==> src/rtl/dmem_mmio.sv <==
// dmem_mmio: data-memory responder for the single-cycle core.
// Word RAM at the bottom of the address space plus a 32-byte peripheral
// page (LED, synchronized switches, timer/compare, byte TX FIFO).
// Reads are combinational; every state change lands on the rising edge.
module dmem_mmio #(
   parameter int unsigned RAM_WORDS  = 64,
   parameter int unsigned FIFO_DEPTH = 4,
   parameter logic [31:0] MMIO_BASE  = 32'h0000_0800
) (
   input  logic        clk,
   input  logic        reset,
   input  logic        MemWrite,
   input  logic [31:0] ALUResult,
   input  logic [31:0] WriteData,
   output logic [31:0] ReadData,
   input  logic [15:0] sw_in,
   output logic [15:0] led_out,
   output logic [7:0]  tx_data,
   output logic        tx_valid,
   input  logic        tx_ready
);

   localparam int unsigned      RAM_AW    = $clog2(RAM_WORDS);
   localparam int unsigned      FIFO_AW   = $clog2(FIFO_DEPTH);
   localparam logic [31:0]      RAM_BYTES = 32'(RAM_WORDS * 4);
   localparam logic [FIFO_AW:0] DEPTH_C   = (FIFO_AW + 1)'(FIFO_DEPTH);

   localparam logic [2:0] OFF_LED    = 3'd0;
   localparam logic [2:0] OFF_SW     = 3'd1;
   localparam logic [2:0] OFF_TIMER  = 3'd2;
   localparam logic [2:0] OFF_CMP    = 3'd3;
   localparam logic [2:0] OFF_STATUS = 3'd4;
   localparam logic [2:0] OFF_TX     = 3'd5;

   // storage
   logic [31:0]        ram_mem [RAM_WORDS];
   logic [7:0]         fifo_q  [FIFO_DEPTH];
   logic [7:0]         fifo_d  [FIFO_DEPTH];

   // registered state
   logic [15:0]        led_q, led_d;
   logic [15:0]        sync1_q, sync1_d;
   logic [15:0]        sync2_q, sync2_d;
   logic [31:0]        timer_q, timer_d;
   logic [31:0]        cmp_q, cmp_d;
   logic               match_q, match_d;
   logic               ovf_q, ovf_d;
   logic [FIFO_AW-1:0] wr_ptr_q, wr_ptr_d;
   logic [FIFO_AW-1:0] rd_ptr_q, rd_ptr_d;
   logic [FIFO_AW:0]   count_q, count_d;

   // decode / handshake
   logic               ram_sel, mmio_hit;
   logic [2:0]         off;
   logic [RAM_AW-1:0]  ram_idx;
   logic               ram_we, mmio_we;
   logic               push, pop, push_ok;
   logic               fifo_full, fifo_empty;
   logic [31:0]        status;

   // Address decode; RAM wins if the peripheral page were placed inside it.
   always_comb begin
      ram_sel    = ALUResult < RAM_BYTES;
      mmio_hit   = !ram_sel && (ALUResult[31:5] == MMIO_BASE[31:5]);
      off        = ALUResult[4:2];
      ram_idx    = ALUResult[RAM_AW+1:2];
      ram_we     = MemWrite && !reset && ram_sel;
      mmio_we    = MemWrite && mmio_hit;
      fifo_empty = count_q == '0;
      fifo_full  = count_q == DEPTH_C;
      tx_valid   = !fifo_empty;
      tx_data    = fifo_empty ? 8'h00 : fifo_q[rd_ptr_q];
      led_out    = led_q;
      push       = mmio_we && (off == OFF_TX);
      pop        = tx_valid && tx_ready;
      // A pop frees a slot in the same edge, so a full FIFO still takes the byte.
      push_ok    = push && (!fifo_full || pop);
      status     = {24'h0, 4'(count_q), ovf_q, fifo_empty, fifo_full, match_q};
   end

   // Combinational read mux; reads never change state.
   always_comb begin
      ReadData = 32'h0;
      if (ram_sel) begin
         ReadData = ram_mem[ram_idx];
      end else if (mmio_hit) begin
         case (off)
            OFF_LED:    ReadData = {16'h0, led_q};
            OFF_SW:     ReadData = {16'h0, sync2_q};
            OFF_TIMER:  ReadData = timer_q;
            OFF_CMP:    ReadData = cmp_q;
            OFF_STATUS: ReadData = status;
            default:    ReadData = 32'h0;
         endcase
      end
   end

   // Next-state for peripherals and FIFO; sticky sets override W1C clears.
   always_comb begin
      led_d    = led_q;
      sync1_d  = sw_in;
      sync2_d  = sync1_q;
      timer_d  = timer_q + 32'd1;
      cmp_d    = cmp_q;
      match_d  = match_q;
      ovf_d    = ovf_q;
      fifo_d   = fifo_q;
      wr_ptr_d = wr_ptr_q;
      rd_ptr_d = rd_ptr_q;
      count_d  = count_q;
      if (mmio_we) begin
         case (off)
            OFF_LED:    led_d = WriteData[15:0];
            OFF_TIMER:  timer_d = WriteData;
            OFF_CMP:    cmp_d = WriteData;
            OFF_STATUS: begin
               if (WriteData[0]) match_d = 1'b0;
               if (WriteData[3]) ovf_d = 1'b0;
            end
            default: ;
         endcase
      end
      if (timer_q == cmp_q) match_d = 1'b1;
      if (push && !push_ok) ovf_d = 1'b1;
      if (push_ok) begin
         fifo_d[wr_ptr_q] = WriteData[7:0];
         wr_ptr_d         = wr_ptr_q + FIFO_AW'(1);
      end
      if (pop) rd_ptr_d = rd_ptr_q + FIFO_AW'(1);
      case ({push_ok, pop})
         2'b10:   count_d = count_q + (FIFO_AW + 1)'(1);
         2'b01:   count_d = count_q - (FIFO_AW + 1)'(1);
         default: count_d = count_q;
      endcase
   end

   // Peripheral state register with synchronous reset.
   always_ff @(posedge clk) begin
      if (reset) begin
         led_q    <= '0;
         sync1_q  <= '0;
         sync2_q  <= '0;
         timer_q  <= '0;
         cmp_q    <= '0;
         match_q  <= 1'b0;
         ovf_q    <= 1'b0;
         wr_ptr_q <= '0;
         rd_ptr_q <= '0;
         count_q  <= '0;
      end else begin
         led_q    <= led_d;
         sync1_q  <= sync1_d;
         sync2_q  <= sync2_d;
         timer_q  <= timer_d;
         cmp_q    <= cmp_d;
         match_q  <= match_d;
         ovf_q    <= ovf_d;
         wr_ptr_q <= wr_ptr_d;
         rd_ptr_q <= rd_ptr_d;
         count_q  <= count_d;
      end
   end

   // FIFO payload needs no reset; emptiness comes from count_q.
   always_ff @(posedge clk) begin
      fifo_q <= fifo_d;
   end

   // RAM write port; contents survive reset.
   always_ff @(posedge clk) begin
      if (ram_we) ram_mem[ram_idx] <= WriteData;
   end

endmodule
==> config.mk <==
export PLATFORM = sky130hd
export DESIGN_NAME = dmem_mmio
export DESIGN_NICKNAME = d
export VERILOG_FILES = /design/src/rtl/dmem_mmio.sv
export SDC_FILE = /design/constraint.sdc
export NUM_CORES = 2
export LEC_CHECK = 0
export BUFFER_PORTS_ARGS = -buffer_cell sky130_fd_sc_hd__buf_4
export CAP_MARGIN = 20
export CORE_MARGIN = 2
export CORE_UTILIZATION = 35
export DETAILED_ROUTE_END_ITERATION = 10
export RECOVER_POWER = 25
export SYNTH_ARGS = -nofsm -noshare
export SYNTH_HDL_FRONTEND = slang
export SYNTH_SLANG_ARGS = --single-unit
==> constraint.sdc <==
create_clock -name clk -period 6.58 [get_ports clk]
set_input_delay 1.316 -clock clk [delete_from_list [all_inputs] [get_ports clk]]
set_output_delay 1.316 -clock clk [all_outputs]
set_load 0.02 [all_outputs]
==> impl_metrics.toml <==
[placement]
gp_congestion = 0.9309
dp_hpwl_mm = 165.0
dp_cells = 8273
post_dp_cell_area_mm2 = 0.09266
placement.io_buffers = 138

[pwr]
leakage_nw = 31.19
p_sw_frac = 0.2279
p_int_mw = 22.80
irDropWorstVdd_uv = 244.9
p_sw_mw = 6.730
power_density_mw_per_mm2 = 296.1
pwr-share-clk = 0.419
power_frac_comb = 0.061
power_mw = 29.53
seq_power_share = 0.520

[critical_path]
cp-end-kind = "output port"
cpPeakStageDelay_ns = 0.73
cp_common_cell = "buf_4"
r2r-start = "count_q[2]"
cp_num_buf_inv = 7
rr_endpoint = "count_q[2]"
crit_fanout = 34
cp.required_ns = 5.26
path_delay_family = "buffers and inverters"
worstPathArrival_ns = 4.94
critPathLaunchType = "input port"
slowest_stage = "nor4_1"
r2r_slack_ns = 3.89
crit_cells = 12
crit_end = "ReadData[24]"
startpoint = "ALUResult[2]"
critPathKind = "input port to output port"
rr_worst_depth = 9
cp_cell_sequence = "buf_8, buf_12, inv_4, buf_12, buf_4, a221oi_1, o22ai_1, a22o_1, nor4_1, buf_4, o22ai_1, buf_4"

[sta]
rsz0062_at_grt = "false"
tns_ns = 0
tightest_slew_ns = 4.399
max-slew-margin-rel = -1.932
post-route-period-util = 0.9501
skew_ns = 0.01296
setup_violations = 0
hold_viol_final = 0
slew_viol_final = 2033
fin_crit_ns = 6.252
fmax_mhz = 160.0

[logic_synthesis]
synth_top_area_share = 0.7272
ys_ff_latch = 2201
synth.distinct_cells = 73
syn-mean-instance-area_um2 = 17.21
synth_area_leader_cell = "edfxtp_1"
ys_seq_area_frac = 0.7554
ys_async_sr_fraction = 0
syn_inst = 4991
synth_area_mm2 = 0.08589
synth_common_cells = "edfxtp_1, a221oi_1, mux2_2, a22oi_1, o22ai_1"
synthFlopType = "edfxtp_1"
synth_nets = 5082
synth_area_leaders = "edfxtp_1, mux2_2, a221oi_1"
synth.most_common_cell = "edfxtp_1"
synth_edf_count = 2080
ys_warn_count = 0

[grt]
grt_pass1_vias = 48970
grt-busiest-layer = "met2"
use_met1 = 0.2977
global_route.usage.met3 = 0.04684
grt_use_total = 0.2191
grt_max_degree = 126
antenna_found_initial = 19
grt_pass1_wl_mm = 388.7
met2_usage = 0.3399
gr-total-overflow = 0

[cts]
ctsRootBufferMaster = "clkbuf_16"
numCtsBuffers = 222
cts_resized = 0
tritoncts = "done"
cts_buffer_depth = 3
htreeDepth = 4
clkSlewWorstSetupHoldPaths_ns = 0.06
holdBufCountCts = 0
clock-sinks = 2201
clk_latency_ns = 0.86
cts_setup_buffers = 0

[die]
core_mm2 = 0.2437
die_h_um = 499.4
fp.dieW_um = 499.4
initial_core_util = 0.3525
num_rows = 181
ios = 141
die-area_mm2 = 0.2494

[route]
vias_per_cell = 5.953
drtIter0Drc = 7847
wl_per_cell_um = 32.42
dr.pass1.iters = 6
drtAntennaViolNets = 0
drc = 0
vias = 51800
drt_wl_total_mm = 282.1

[cells_and_area]
drive_above_1_share = 0.2174
instances_no_fill = 8701
regArea_mm2 = 0.06488
final_util = 0.4092
syn_to_final_growth_pct = 16.08
multi_input_area_mm2 = 0.01967
fin_nets = 5387
fin_area_mm2 = 0.09971
num-fill-cells = 21820

[status]
run_status = "complete, but fails checks"
violations = "max-capacitance violations, max-slew violations"

[hold_path]
hold_path_class = "flop to flop"

[flow_run]
maxCapViolations = 30
==> how the worst min path moves through the flow <==
stage | start | end | slack [ns] | cells past startpoint
detailed placement | sync1_q[3] | sync2_q[3] | 0.43 | 1
floorplan | sync1_q[0] | sync2_q[0] | 0.41 | 1
CTS | sync1_q[3] | sync2_q[3] | 0.44 | 1
global route | sync1_q[3] | sync2_q[3] | 0.45 | 1
global placement | sync1_q[3] | sync2_q[3] | 0.43 | 1
finish | sync1_q[3] | sync2_q[3] | 0.44 | 1
==> registers in the layout, indices dropped and copies added, names as in the netlist <==
signal	cells
cmp_q	32
count_q	3
fifo_q	32
led_out	16
match_q	1
ovf_q	1
ram_mem	2048
rd_ptr_q	2
sync1_q	16
sync2_q	16
timer_q	32
wr_ptr_q	2
==> cell usage in the layout, fill, tap and decap left out, drive strengths merged, types with 50 or more instances in the layout <==
cell and n:
edfxtp 2080, buf 422, a221oi 355, mux2 314
clkbuf 309, a22oi 278, o22ai 214, nand2 194
mux2i 186, nor2 179, dfxtp 121, a21oi 118
clkinv 112, o21ai 74, mux4 62, xnor2 50
==> metal layers <==
| layer | part of all wire | vias to the layer above | routed length [um] |
|---|---|---|---|
| met5 | 0.00014 | - | 40 |
| met3 | 0.10 | 535 | 28510 |
| met1 | 0.39 | 27150 | 110700 |
| met2 | 0.46 | 2938 | 129400 |
| li1 | - | 21170 | - |
| met4 | 0.048 | 6 | 13420 |
==> power by group through the flow <==
stage / clock network, mW / registers [mW] / logic [mW]
after floorplan: 0 / 15.6 / 0.763
after global routing: 13.0 / 15.4 / 1.83
after detailed placement: 0 / 15.6 / 1.76
after CTS: 12.5 / 15.3 / 1.77
final: 12.4 / 15.4 / 1.80
after global placement: 0 / 15.6 / 1.75
==> cells by family (layout without fill, tap and decap cells) <==
family	Yosys count	in the layout	share of synthesized area
fa+ha+maj	7	7	0.001107
mux	562	562	0.07910
compound gates	1217	1217	0.1058
simple gates	551	551	0.02942
other cells	0	8	0
xor+xnor	67	67	0.006832
flops	2201	2201	0.7554
buf+inv	386	886	0.02236
==> through the flow <==
step / hold slack [ns] / setup slack, ns
final: 0.4386 / 0.3283
after global routing: 0.4493 / 0.2640
after CTS: 0.4422 / 0.4583
after detailed placement: 0.4264 / 0.4660
after global placement: 0.4342 / 0.4602
after floorplan: 0.4138 / 0.5317
==> layout make-up <==
class,count,share of cell area
Sequential cell,2201,0.6507
Multi-Input combinational cell,2404,0.1972
Clock buffer,278,0.05844
Tap cell,3202,0.04018
Timing Repair Buffer,453,0.03956
Clock inverter,141,0.01305
Inverter,14,0.0006274
Antenna cell,8,0.0002008
No activity file was read; power rests on OpenSTA's default activity.
